--- src/rtl/cpu_transmissor.sv ---
// CPU-side initiator of the four-phase send/ack handshake toward the peripheral.
// Resynchronises per_ack, supervises the request with a timeout and counts completed transfers.
module cpu_transmissor #(
  parameter int DATA_W  = 4,
  parameter int TIMEOUT = 64,
  parameter int CNT_W   = 8
) (
  input  logic              cpu_clk,
  input  logic              cpu_rst,
  input  logic              cpu_valid,
  input  logic [DATA_W-1:0] cpu_dados,
  output logic              cpu_ready,
  output logic              per_send,
  output logic [DATA_W-1:0] out_per_dados,
  input  logic              per_ack,
  output logic              tx_done,
  output logic              tx_err,
  output logic [CNT_W-1:0]  tx_count
);

  localparam int TMO_W = (TIMEOUT > 1) ? $clog2(TIMEOUT) : 1;
  localparam logic [TMO_W-1:0] TMO_LAST = (TIMEOUT > 0) ? TMO_W'(TIMEOUT - 1) : '0;

  typedef enum logic [1:0] {
    IDLE,
    SEND,
    WAIT_LOW
  } state_t;

  state_t             state_reg, state_next;
  logic               send_reg, send_next;
  logic [DATA_W-1:0]  data_reg, data_next;
  logic               done_reg, done_next;
  logic               err_reg, err_next;
  logic [CNT_W-1:0]   count_reg, count_next;
  logic [TMO_W-1:0]   tmo_reg, tmo_next;
  logic               abort_reg, abort_next;
  logic               ack_s1_reg, ack_s_reg;

  always_ff @(posedge cpu_clk) begin
    if (cpu_rst) begin
      state_reg  <= IDLE;
      send_reg   <= 1'b0;
      data_reg   <= '0;
      done_reg   <= 1'b0;
      err_reg    <= 1'b0;
      count_reg  <= '0;
      tmo_reg    <= '0;
      abort_reg  <= 1'b0;
      ack_s1_reg <= 1'b0;
      ack_s_reg  <= 1'b0;
    end else begin
      state_reg  <= state_next;
      send_reg   <= send_next;
      data_reg   <= data_next;
      done_reg   <= done_next;
      err_reg    <= err_next;
      count_reg  <= count_next;
      tmo_reg    <= tmo_next;
      abort_reg  <= abort_next;
      ack_s1_reg <= per_ack;
      ack_s_reg  <= ack_s1_reg;
    end
  end

  always_comb begin
    state_next = state_reg;
    send_next  = send_reg;
    data_next  = data_reg;
    done_next  = 1'b0;
    err_next   = err_reg;
    count_next = count_reg;
    tmo_next   = tmo_reg;
    abort_next = abort_reg;
    case (state_reg)
      IDLE: begin
        if (cpu_valid) begin
          data_next  = cpu_dados;
          send_next  = 1'b1;
          tmo_next   = '0;
          abort_next = 1'b0;
          state_next = SEND;
        end
      end
      SEND: begin
        // An ack arriving on the expiry cycle still counts as success.
        if (ack_s_reg) begin
          send_next  = 1'b0;
          state_next = WAIT_LOW;
        end else if (TIMEOUT != 0 && tmo_reg == TMO_LAST) begin
          send_next  = 1'b0;
          err_next   = 1'b1;
          abort_next = 1'b1;
          state_next = WAIT_LOW;
        end else begin
          tmo_next = tmo_reg + 1'b1;
        end
      end
      WAIT_LOW: begin
        if (!ack_s_reg) begin
          state_next = IDLE;
          if (!abort_reg) begin
            done_next  = 1'b1;
            count_next = count_reg + 1'b1;
          end
        end
      end
      default: state_next = IDLE;
    endcase
  end

  assign cpu_ready     = (state_reg == IDLE) && !cpu_rst;
  assign per_send      = send_reg;
  assign out_per_dados = data_reg;
  assign tx_done       = done_reg;
  assign tx_err        = err_reg;
  assign tx_count      = count_reg;

endmodule

--- config.mk ---
export PLATFORM = sky130hd
export DESIGN_NAME = cpu_transmissor
export DESIGN_NICKNAME = d
export VERILOG_FILES = /design/src/rtl/cpu_transmissor.sv
export SDC_FILE = /design/constraint.sdc
export NUM_CORES = 1
export LEC_CHECK = 0
export BUFFER_PORTS_ARGS = -buffer_cell sky130_fd_sc_hd__buf_2
export CORE_MARGIN = 1
export CORE_UTILIZATION = 40
export CTS_BUF_LIST = sky130_fd_sc_hd__clkbuf_16
export CTS_CLUSTER_DIAMETER = 50
export DETAILED_ROUTE_END_ITERATION = 8
export PLACE_DENSITY_LB_ADDON = 0.12
export RECOVER_POWER = 50
export SKIP_LAST_GASP = 1
export SYNTH_ARGS = -nofsm -noshare
export SYNTH_HDL_FRONTEND = slang
export SYNTH_SLANG_ARGS = --single-unit
--- constraint.sdc ---
create_clock -name cpu_clk -period 3.12 [get_ports cpu_clk]
set_input_delay 0.312 -clock cpu_clk [delete_from_list [all_inputs] [get_ports cpu_clk]]
set_output_delay 0.312 -clock cpu_clk [all_outputs]
set_load 0.01 [all_outputs]
=== Yosys cells after proc, flatten, opt, wreduce, memory -nomap -nowiden ===
Cells that the tools add are included.

* Reductions and logical operators: 12
* Eq/ne operators: 9
* Muxes and demuxes: 18
* Add/sub/neg operators: 2
* Bitwise gates (word level): 3

{| class="wikitable"
|+ Operators with widths
! kind !! number
|-
| two-way mux 6 bit || 3
|-
| case mux 6 bit (2 select lines) || 1
|-
| AND reduction 3 bit || 4
|-
| inequality test 2 bit (second input constant) || 5
|-
| adder 8 x 1 -> 8 bit (second input constant) || 1
|-
| two-way mux 2 bit || 4
|-
| AND reduction 4 bit || 2
|-
| two-way mux 1 bit || 7
|-
| adder 6 x 1 -> 6 bit (second input constant) || 1
|-
| == test 6 bit (second input constant) || 1
|-
| case mux 2 bit (3 select lines) || 1
|-
| case mux 1 bit (2 select lines) || 2
|-
| inequality test 3 bit (second input constant) || 1
|-
| NOT 1 bit || 3
|-
| OR reduction 3 bit || 1
|-
| == test 2 x 1 -> 1 bit (second input constant) || 1
|-
| == test 2 bit (second input constant) || 1
|-
| zero test 2 bit || 1
|-
| AND reduction 2 bit || 1
|-
| nonzero test 2 bit || 1
|-
| logical AND 1 bit || 1
|-
| zero test 1 bit || 1
|}

* Output and inout port bits: 16
* Bits of input ports: 8
* Register bits: 26
* Logic and storage cells: 54

=== Logic depth before layout (Yosys ltp) ===
* Depth after elaboration: 4
* Depth in mapped cells: 5
* Gate-level depth less buffers: 4

=== Worst setup path before layout ===
OpenSTA, ideal clock, no wires.

* Path kind: register to register
* From: register state_reg[1]
* To: register tmo_reg[0]
* Period minus slack after synthesis: 1.719 ns
* Path buffers: 2
* Library setup time: 0.121 ns
* Cell stages (with the launch flop): 6
* Setup slack: 1.401 ns
* Required time: 2.999 ns
* Arrival time: 1.599 ns
* Cells stage by stage: dfxtp_1 -> buf_2 -> or3b_2 -> clkbuf_1 -> a21oi_1 -> mux2_2

* Word-level cells in the longest chain between the ends: 3
* Elaborated cells on any way between the ends: 8
* Those cells by class: 4 x eq/ne; 1 x mux; 3 x reduce/logical

{| class="wikitable"
|+ RTL lines
! item !! line !! text
|-
| start, declared || 30 || <nowiki>state_t state_reg, state_next;</nowiki>
|-
| start signal, assigned || 53 || <nowiki>state_reg <= state_next;</nowiki>
|-
| == test 2 x 1 -> 1 bit / zero test 2 bit (equally long branches) || 75 || <nowiki>case (state_reg)</nowiki>
|-
| inequality test 2 bit (no line) / nonzero test 2 bit (equally long branches) || n/a ||
|-
| AND reduction 4 bit (no line) || n/a ||
|-
| end signal, assigned || 59 || <nowiki>tmo_reg <= tmo_next;</nowiki>
|-
| end, declared || 36 || <nowiki>logic [TMO_W-1:0] tmo_reg, tmo_next;</nowiki>
|}

Parallel ways exist; a longest one is shown, timed or not.
A chain may end at the register's enable or synchronous reset.

=== Worst setup path after layout ===
* From: register state_reg[0]
* To: register count_reg[7] (netlist: tx_count[7])

* Word-level cells in the longest chain between the ends: 2

{| class="wikitable"
|+ RTL lines
! item !! line !! text
|-
| == test 2 bit || 75 ||
|-
| AND reduction 3 bit (no line) || n/a ||
|-
| end signal, assigned || 58 || <nowiki>count_reg <= count_next;</nowiki>
|-
| end, declared || 35 || <nowiki>logic [CNT_W-1:0] count_reg, count_next;</nowiki>
|}

No other way between the ends.

==> results.tsv <==
metric	value	unit
clock sinks	26	
worst path cell trace	or4b_1 -> or4_1 -> a21oi_1	
crit path buf inv count	0	
die width	55.71	um
core area	2734	um^2
cell count after synthesis	131	
total gr overflow	0	
CTS tree	yes	
post-route ant nets	0	
Synth top area share	45.12	%
post-synthesis average cell area	8.806	um^2
Worst Path Max Fanout	15	
post-route clock skew	0.003636	ns
Critical Path AT	2.14	ns
cell row count	19	
Hold Vio Cnt, Final	0	
largest cells by area after synthesis	dfxtp_1 (45%), a21oi_1 (6.1%), nand2_1 (3.9%)	
CTS max path bufs	2	
DR pass1 iterations	4	
R2R cell count	3	
Startpoint Class	flop	
crit share post-route	63.02	%
initial core utilization	42.20	%
worst hold margin	0.2577	ns
FMAX	508.6	MHz
relative slew slack	28.78	%
crit path kind	reg -> reg	
worst vdd ir	301.8	uV
synth-to-layout area growth	16.81	%
Synth area leader	dfxtp_1	
Crit. End Element	flop	
setup bufs post-CTS	0	
dpl hpwl	1584	um
worst skew pair latency	0.26	ns
GP Congestion	0.8746	
Ant. Diodes	0	
worst reg-to-reg setup slack	1.15	ns
Reg clk slew, reported paths	0.07	ns
syn nets	141	
FFs w/ async S/R, synth	0	%
Synth warnings	0	
RSZ-0062 raised after global routing	false	
gr usage total	16.24	%
drt initial violations	21	
Die Footprint	3103	um^2
Post-synth EDFFs	0	
mapped cell area	1154	um^2
global-route wire length before repair	4064	um
max-cap violations	0	
WP depth	3	
via count of the first global-routing pass	952	
nets	161	
Critical path origin	state_reg[0]$_SDFFE_PP0P_	
Main synth FF type	dfxtp_1	
synthesis-stage register bit count	26	
H-tree levels	1	
post-route minimum period	1.966	ns
CP endpoint	tx_count[7]$_SDFFE_PP0P_	
Largest register FFs	8	
Num CTS Buffers	3	
DR vias/cell	5.652	
Unique masters post-synth	37	
# DRC	0	
Via Count	1023	
sequential fraction of the synthesis area	45.12	%
type of the most critical hold path	in -> reg	
final WL	2370	um
WL per Instance	13.09	um
max incr delay on CP	0.79	ns
post_cts resized	0	
largest net degree at the start of global routing	27	
Buffers on Ports	23	
Root Driver	clkbuf_16	
pwr dens	575.1	nW/um^2
initial antenna violation count	0	
number of setup violations in the final report	0	
Top delay family on crit path	simple AND/OR/NAND/NOR gates	
r2r endpoint	tx_count[7]$_SDFFE_PP0P_	
setup tns final	0	ns
Worst path slowest cell	or4b_1	
CTS Hold Buffers Added	0	
Leak	0.4797	nW
chip height	55.71	um
layout cells sized above 1	10.67	%
I/O pin total	24	
Crit Reg-Reg Startpoint	state_reg[0]$_SDFFE_PP0P_	
actual slew at the worst max-slew pin	1.068	ns
Critical Path RT	3.30	ns
Slew Limit Fails	0	
run status	finished, final reports clean	
[report_power, final]
group / internal, mW / switching (mW)
logic: 0.0230 / 0.0333
registers: 0.342 / 0.00950
clock network: 0.255 / 0.112
[routing by layer]
metal | routed length, um | global-route usage [%] | up-vias
li1 | - | - | 521
met1 | 1118 | 20.18 | 479
met2 | 1130 | 25.65 | 18
met3 | 87 | 3.488 | 5
met4 | 34 | 10.00 | 0
met5 | 0 | 0 | -
[cells in the final DEF (no fill, tap or decap), types with 2 or more instances in the layout]
cell | synthesis | layout
dfxtp_1 | 26 | 26
clkbuf_1 | 4 | 17
a21oi_1 | 14 | 14
nand2_1 | 12 | 12
inv_1 | 8 | 8
nand3_1 | 8 | 8
buf_2 | 2 | 6
nor2_1 | 5 | 5
o21ai_0 | 4 | 4
or3_1 | 4 | 4
nand4_1 | 3 | 3
mux2i_1 | 3 | 3
and3_1 | 3 | 3
a2111oi_0 | 3 | 3
clkbuf_16 | 0 | 3
or2_2 | 2 | 2
o311ai_0 | 2 | 2
o41ai_1 | 2 | 2
nor2b_1 | 2 | 2
nor3b_1 | 2 | 2
or3b_2 | 2 | 2
nor4_1 | 2 | 2
a211oi_1 | 2 | 2
ha_1 | 2 | 2
[metrics by stage]
stage | std cells | worst slack, ns | instance area, um^2 | util (%) | power, mW
after global routing | 181 | 1.033 | 1348 | 49.29 | 0.8082
after detailed placement | 177 | 1.328 | 1267 | 46.36 | 0.4178
final | 181 | 1.154 | 1348 | 49.29 | 0.7750
after CTS | 181 | 1.322 | 1373 | 50.21 | 0.7875
after floorplan | 131 | 1.401 | 1154 | - | 0.4013
after global placement | 177 | 1.370 | 1267 | 46.36 | 0.4169
[worst min-delay path by stage]
stage | from | endpoint | slack (ns) | cells past startpoint
after CTS | per_ack | ack_s1_reg$_SDFF_PP0_ | 0.26 | 2
final | per_ack | ack_s1_reg$_SDFF_PP0_ | 0.26 | 2
after global placement | out_per_dados[1]$_SDFFE_PP0P_ | out_per_dados[1]$_SDFFE_PP0P_ | 0.44 | 2
after detailed placement | tx_err$_SDFFE_PP0P_ | tx_err$_SDFFE_PP0P_ | 0.44 | 2
after floorplan | cpu_rst | tmo_reg[3]$_SDFFE_PP0P_ | 0.40 | 1
after global routing | per_ack | ack_s1_reg$_SDFF_PP0_ | 0.27 | 2
[layout make-up]
class	instances	area, um^2
well taps	31	38.79
flip-flops and latches	26	520.5
clock buffers	3	75.07
inverters	8	30.03
clock inverters	1	30.03
repair buffers	23	93.84
multi-input cells	89	559.3
fillers	273	1386
[Yosys cell counts (4+ instances only)]
library cell and instances:
nor2_1 5, o21ai_0 4, inv_1 8, a21oi_1 14
clkbuf_1 4, nand2_1 12, dfxtp_1 26, nand3_1 8
or3_1 4
[logic make-up after synthesis]
kind of cell               after synthesis  synth area share (%)
buffers and inverters                   16                 6.073
AOI/OAI and AO/OA                       33                 18.77
adders and majority gates                2                 2.169
xor gates and xnor gates                 1                0.7594
DFF                                     26                 45.12
and+or+nand+nor                         49                 23.53
muxes                                    4                 3.579
Note: power is estimated with default switching activity, not from simulation.
